$ cat src/rtl/dca_matrix_tile_sequencer.sv
// Blocked-GEMM step sequencer: walks a command's M x N x K tile space in m->n->k order,
// meters issue with an outstanding-step credit counter and pulses cmd_done once all steps retire.
module dca_matrix_tile_sequencer #(
  parameter int BW_DIM          = 8,
  parameter int MAX_OUTSTANDING = 4,
  localparam int BW_STEP        = 3*BW_DIM+3
) (
  input  logic               clk,
  input  logic               rst,
  input  logic               clear,
  input  logic               enable,
  output logic               busy,
  input  logic               cmd_valid,
  output logic               cmd_ready,
  input  logic [BW_DIM-1:0]  cmd_m_tiles,
  input  logic [BW_DIM-1:0]  cmd_n_tiles,
  input  logic [BW_DIM-1:0]  cmd_k_tiles,
  output logic               step_valid,
  input  logic               step_ready,
  output logic [BW_STEP-1:0] step_inst,
  input  logic               step_done,
  output logic               cmd_done,
  output logic               err_underflow
);

  localparam int BW_OUT = $clog2(MAX_OUTSTANDING+1);
  localparam logic [BW_OUT-1:0] MAX_CNT = BW_OUT'(MAX_OUTSTANDING);
  localparam logic [BW_OUT-1:0] OUT_ONE = BW_OUT'(1);
  localparam logic [BW_DIM-1:0] DIM_ONE = BW_DIM'(1);

  typedef enum logic [1:0] {IDLE, ISSUE, DRAIN} state_t;

  state_t            state_reg, state_next;
  logic [BW_DIM-1:0] m_tiles_reg, m_tiles_next;
  logic [BW_DIM-1:0] n_tiles_reg, n_tiles_next;
  logic [BW_DIM-1:0] k_tiles_reg, k_tiles_next;
  logic [BW_DIM-1:0] m_idx_reg, m_idx_next;
  logic [BW_DIM-1:0] n_idx_reg, n_idx_next;
  logic [BW_DIM-1:0] k_idx_reg, k_idx_next;
  logic [BW_OUT-1:0] outstanding_reg, outstanding_next;
  logic              err_reg, err_next;
  logic              fire;
  logic              m_wrap, n_wrap, k_wrap;

  assign m_wrap = (m_idx_reg == m_tiles_reg - DIM_ONE);
  assign n_wrap = (n_idx_reg == n_tiles_reg - DIM_ONE);
  assign k_wrap = (k_idx_reg == k_tiles_reg - DIM_ONE);

  assign busy          = (state_reg != IDLE);
  assign err_underflow = err_reg;
  // Flags are only meaningful while issuing; the word reads as zero otherwise.
  assign step_inst = (state_reg == ISSUE) ?
                     {m_idx_reg, n_idx_reg, k_idx_reg, (m_wrap & n_wrap & k_wrap), k_wrap,
                      (k_idx_reg == '0)} : '0;

  always_ff @(posedge clk or posedge rst) begin
    if (rst) begin
      state_reg       <= IDLE;
      m_tiles_reg     <= '0;
      n_tiles_reg     <= '0;
      k_tiles_reg     <= '0;
      m_idx_reg       <= '0;
      n_idx_reg       <= '0;
      k_idx_reg       <= '0;
      outstanding_reg <= '0;
      err_reg         <= 1'b0;
    end else begin
      state_reg       <= state_next;
      m_tiles_reg     <= m_tiles_next;
      n_tiles_reg     <= n_tiles_next;
      k_tiles_reg     <= k_tiles_next;
      m_idx_reg       <= m_idx_next;
      n_idx_reg       <= n_idx_next;
      k_idx_reg       <= k_idx_next;
      outstanding_reg <= outstanding_next;
      err_reg         <= err_next;
    end
  end

  always_comb begin
    state_next       = state_reg;
    m_tiles_next     = m_tiles_reg;
    n_tiles_next     = n_tiles_reg;
    k_tiles_next     = k_tiles_reg;
    m_idx_next       = m_idx_reg;
    n_idx_next       = n_idx_reg;
    k_idx_next       = k_idx_reg;
    outstanding_next = outstanding_reg;
    err_next         = err_reg;
    cmd_ready        = 1'b0;
    step_valid       = 1'b0;
    cmd_done         = 1'b0;
    fire             = 1'b0;

    case (state_reg)
      IDLE: begin
        cmd_ready = enable & ~clear;
        if (cmd_valid & enable & ~clear) begin
          m_tiles_next = cmd_m_tiles;
          n_tiles_next = cmd_n_tiles;
          k_tiles_next = cmd_k_tiles;
          m_idx_next   = '0;
          n_idx_next   = '0;
          k_idx_next   = '0;
          if (cmd_m_tiles == '0 || cmd_n_tiles == '0 || cmd_k_tiles == '0)
            state_next = DRAIN;
          else
            state_next = ISSUE;
        end
      end
      ISSUE: begin
        step_valid = enable & (outstanding_reg < MAX_CNT);
        fire       = step_valid & step_ready;
        if (fire) begin
          if (k_wrap) begin
            k_idx_next = '0;
            if (n_wrap) begin
              n_idx_next = '0;
              m_idx_next = m_idx_reg + DIM_ONE;
            end else begin
              n_idx_next = n_idx_reg + DIM_ONE;
            end
          end else begin
            k_idx_next = k_idx_reg + DIM_ONE;
          end
          if (m_wrap & n_wrap & k_wrap)
            state_next = DRAIN;
        end
      end
      DRAIN: begin
        if (enable & ~clear & (outstanding_reg == '0)) begin
          cmd_done   = 1'b1;
          state_next = IDLE;
        end
      end
      default: state_next = IDLE;
    endcase

    // Retirements are counted even while stalled; a retire with nothing in flight is an error.
    if (fire & ~step_done) begin
      outstanding_next = outstanding_reg + OUT_ONE;
    end else if (~fire & step_done) begin
      if (outstanding_reg == '0)
        err_next = 1'b1;
      else
        outstanding_next = outstanding_reg - OUT_ONE;
    end

    if (clear) begin
      state_next       = IDLE;
      m_idx_next       = '0;
      n_idx_next       = '0;
      k_idx_next       = '0;
      outstanding_next = '0;
      err_next         = 1'b0;
    end
  end

endmodule

$ cat config.mk
export PLATFORM = sky130hd
export DESIGN_NAME = dca_matrix_tile_sequencer
export DESIGN_NICKNAME = d
export VERILOG_FILES = /design/src/rtl/dca_matrix_tile_sequencer.sv
export SDC_FILE = /design/constraint.sdc
export NUM_CORES = 1
export LEC_CHECK = 0
export ABC_AREA = 1
export CAP_MARGIN = 20
export CORE_MARGIN = 2
export CORE_UTILIZATION = 55
export CTS_CLUSTER_DIAMETER = 200
export CTS_CLUSTER_SIZE = 20
export DETAILED_ROUTE_END_ITERATION = 8
export PLACE_DENSITY = 0.87
export SLEW_MARGIN = 20
export SYNTH_ARGS = -nofsm -noshare
export SYNTH_HDL_FRONTEND = slang
export SYNTH_SLANG_ARGS = --single-unit
$ cat constraint.sdc
create_clock -name clk -period 3.4 [get_ports clk]
set_input_delay 0.85 -clock clk [delete_from_list [all_inputs] [get_ports clk]]
set_output_delay 0.85 -clock clk [all_outputs]
set_load 0.01 [all_outputs]
==> run_results.csv, run 1 <==
group,metric,value,unit
clocking,numClockSinks,54,
worst_setup_path,cp-start-kind,"flip-flop",
worst_setup_path,crit_buf_inv,2,
pwr,power.switching,1.34,mW
timing,finalSetupViolations,0,
cells_and_area,layout-drive-gt1-share,0.0730,
clocking,htree_num_levels,2,
pwr,finalPower,2.94,mW
worst_setup_path,cp_top_family,"simple AND/OR/NAND/NOR gates",
yosys,ys_warn_count,0,
outcome,status,"finished, final reports clean",
clocking,cts.clk_slew.worst_paths,100,ps
pwr,vdd_drop_max,503,µV
placed_design,post_dp_cell_area,0.00463,mm²
placed_design,place_inst,733,
timing,period_share,0.934,
worst_setup_path,critical_path_required,2550,ps
yosys,ys_ff_latch,54,
worst_setup_path,end_kind,"primary output",
timing,finClkSkew,7.78,ps
pwr,intPower,1.60,mW
clocking,cts_tree,"done",
route,drtAntennaViolNets,0,
grt,overflow,0,
cells_and_area,syn_to_final_growth,20.8,%
timing,relSlewSlack,0.473,
yosys,synth_top_area_frac,0.344,
clocking,cts-root-buf,"clkbuf_8",
floorplan,start_util,0.572,
timing,rsz0062_at_grt,"false",
timing,clock.fmax,315,MHz
yosys,syn_inst,583,
clocking,cts_max_path_buffers,2,
pwr,clockPowerShare,0.153,
placed_design,port_buffers,62,
worst_setup_path,r2r_cells,14,
placed_design,hpwlAfterDp,7400,µm
worst_setup_path,cp.arrival,2320,ps
yosys,yosysMostFrequentCell,"nand2_1",
timing,tns,0,ps
route,wl,9820,µm
route,vias,3965,
worst_setup_path,cp_max_fo,6,
job,max-cap-violations,0,
clocking,postCtsHoldBufs,0,
worst_setup_path,r2r_slack,1300,ps
floorplan,die_w,88.5,µm
cells_and_area,final_util,0.691,
floorplan,die_area,0.00784,mm²
clocking,post-cts-setup-buffers,0,
pwr,power_frac_seq,0.346,
clocking,numCtsBuffers,5,
grt,antenna_found_initial,0,
placed_design,gp_congestion,0.908,
worst_setup_path,path_class,"reg2out",
yosys,synth_common_cells,"nand2_1, inv_1, nor2_1",
worst_setup_path,cp_slowest_stage_delay,400,ps
grt,grt_max_degree,35,
yosys,synth.top_cells.by_area,"dfrtp_1, nand2_1, inv_1, nor2_1, nand3_1",
worst_setup_path,cp_cell_sequence,"inv_1, ha_1, nand3_1, nor2_1, xor2_1, nand2_1, nor2_1, nand2_1, nor3_1, dlygate4sd2_1",
yosys,post-synth-top-area-cell,"dfrtp_1",
worst_hold_path,worst_hold_path.endpoint,"n_tiles_reg[7]",
yosys,synth_cell_type_count,38,
route,viasPerCell,5.36,
pwr,p_sw_frac,0.455,
pwr,p_per_area,620,mW/mm²
yosys,synth_async_sr_flop_share,1.00,
floorplan,rows,30,
worst_hold_path,hold_path.class,"reg2reg",
worst_hold_path,worstHoldPathCells,2,
yosys,synthesis.area,0.00393,mm²
yosys,synth_ff_type,"dfrtp_1",
worst_setup_path,r2r-end,"k_idx_reg[5]",
clocking,clk_latency,310,ps
timing,hold_viol,0,
pwr,comb_power_share,0.501,
timing,finalMaxSlewViolations,0,
yosys,synth_nets,622,
route,dr.pass1.iters,6,
route,drt_iter0_drc,281,
floorplan,core_area,0.00687,mm²
floorplan,pin_count,63,
worst_setup_path,crit-reg2reg-launch,"k_tiles_reg[0]",
grt,grt_pass1_vias,3727,
cells_and_area,layoutNonFillerInstCount,740,
worst_hold_path,worstHoldStart,"n_tiles_reg[7]",
cells_and_area,stdcell_area,0.00475,mm²
timing,fin_crit,3170,ps
pwr,power_leakage,2.37,nW
timing,tightest_slew,789,ps
route,drc_errors,0,
floorplan,die_h,88.5,µm
worst_setup_path,slowest_stage,"dfrtp_1",
yosys,avgSynthCellArea,6.74,µm²
grt,grt.total_usage,0.263,
cells_and_area,n_antenna_cell,0,
yosys,yosysSeqAreaShare,0.344,
route,wl_per_cell,13.3,µm
grt,grt_pass1_wl,16400,µm
yosys,synth_edf_count,0,
cells_and_area,nNetsFinal,683,
==> layout make-up <==
cell class              instances  area [µm²]
multi-input cells             422        2140
clock buffers                   6        82.6
repair buffers                 69         674
clock inverters                 1        30.0
fillers                       581        2120
well taps                      96         120
inverters                      92         345
flip-flops and latches         54        1350
==> power by group through the flow <==
stage	combinational, mW	clock [mW]	sequential [mW]
after detailed placement	1.45	0	1.02
after global routing	1.68	0.480	1.04
after global placement	1.39	0	1.02
final	1.47	0.451	1.02
after floorplan	1.15	0	0.974
after CTS	1.46	0.457	1.01
==> kinds of logic (layout without fill, tap and decap cells) <==
kind of cell | Yosys count | in the layout | share of synthesized area
flops | 54 | 54 | 0.344
fa+ha+maj | 8 | 8 | 0.0274
simple gates | 342 | 342 | 0.394
xor+xnor | 27 | 27 | 0.0602
compound gates | 42 | 42 | 0.0557
mux | 3 | 3 | 0.00860
buf+inv | 107 | 168 | 0.110
==> what timing repair did <==
action,4_1_cts,5_1_grt
resized for setup,1,2
endpoints found under the setup margin,1,2
cloned,0,0
==> metrics by stage <==
stage	worst slack, ps	hold slack, ps
floorplan	994	472
global placement	299	498
detailed placement	291	504
CTS	72.9	527
global route	30.3	547
finish	226	523
==> tightest hold or removal path, delay by kind of cell (launching register included) <==
family,cells,cell delay [ps]
compound gates,1,60
flops,1,380
simple gates,1,60
==> per-layer routing <==
metal	wire, µm	part of all wire	global-route usage
met4	206	0.021	0.0675
met5	0	0	0
met2	4680	0.48	0.461
met3	579	0.059	0.0364
met1	4360	0.44	0.342
==> worst max path at each step <==
stage | cells after the start | startpoint | end | slack [ps]
2_1_floorplan | 8 | n_tiles_reg[0] | step_inst[2] | 990
3_3_place_gp | 4 | enable | cmd_done | 300
3_5_place_dp | 4 | enable | cmd_done | 290
4_1_cts | 12 | k_tiles_reg[0] | step_inst[1] | 70
5_1_grt | 13 | k_tiles_reg[0] | step_inst[2] | 30
6_report | 10 | m_tiles_reg[0] | step_inst[2] | 230
==> placed cells by master (no fill, tap or decap), drive strengths merged, types with 8 or more instances in the layout <==
master	n
dfrtp	54
nor3	12
o21ai	25
xor2	19
a21oi	14
clkdlybuf4s50	60
nand3	48
xnor2	8
nand2	162
nand4	22
nor2	84
inv	91
Power figures use the tool's default switching activity.
==> inputs of run 2 (changes only) <==
- ABC_CLOCK_PERIOD_IN_PS: default -> 3400
==> results of run 2 <==
Final layout, timing and power as in run 1 (identical DEF).
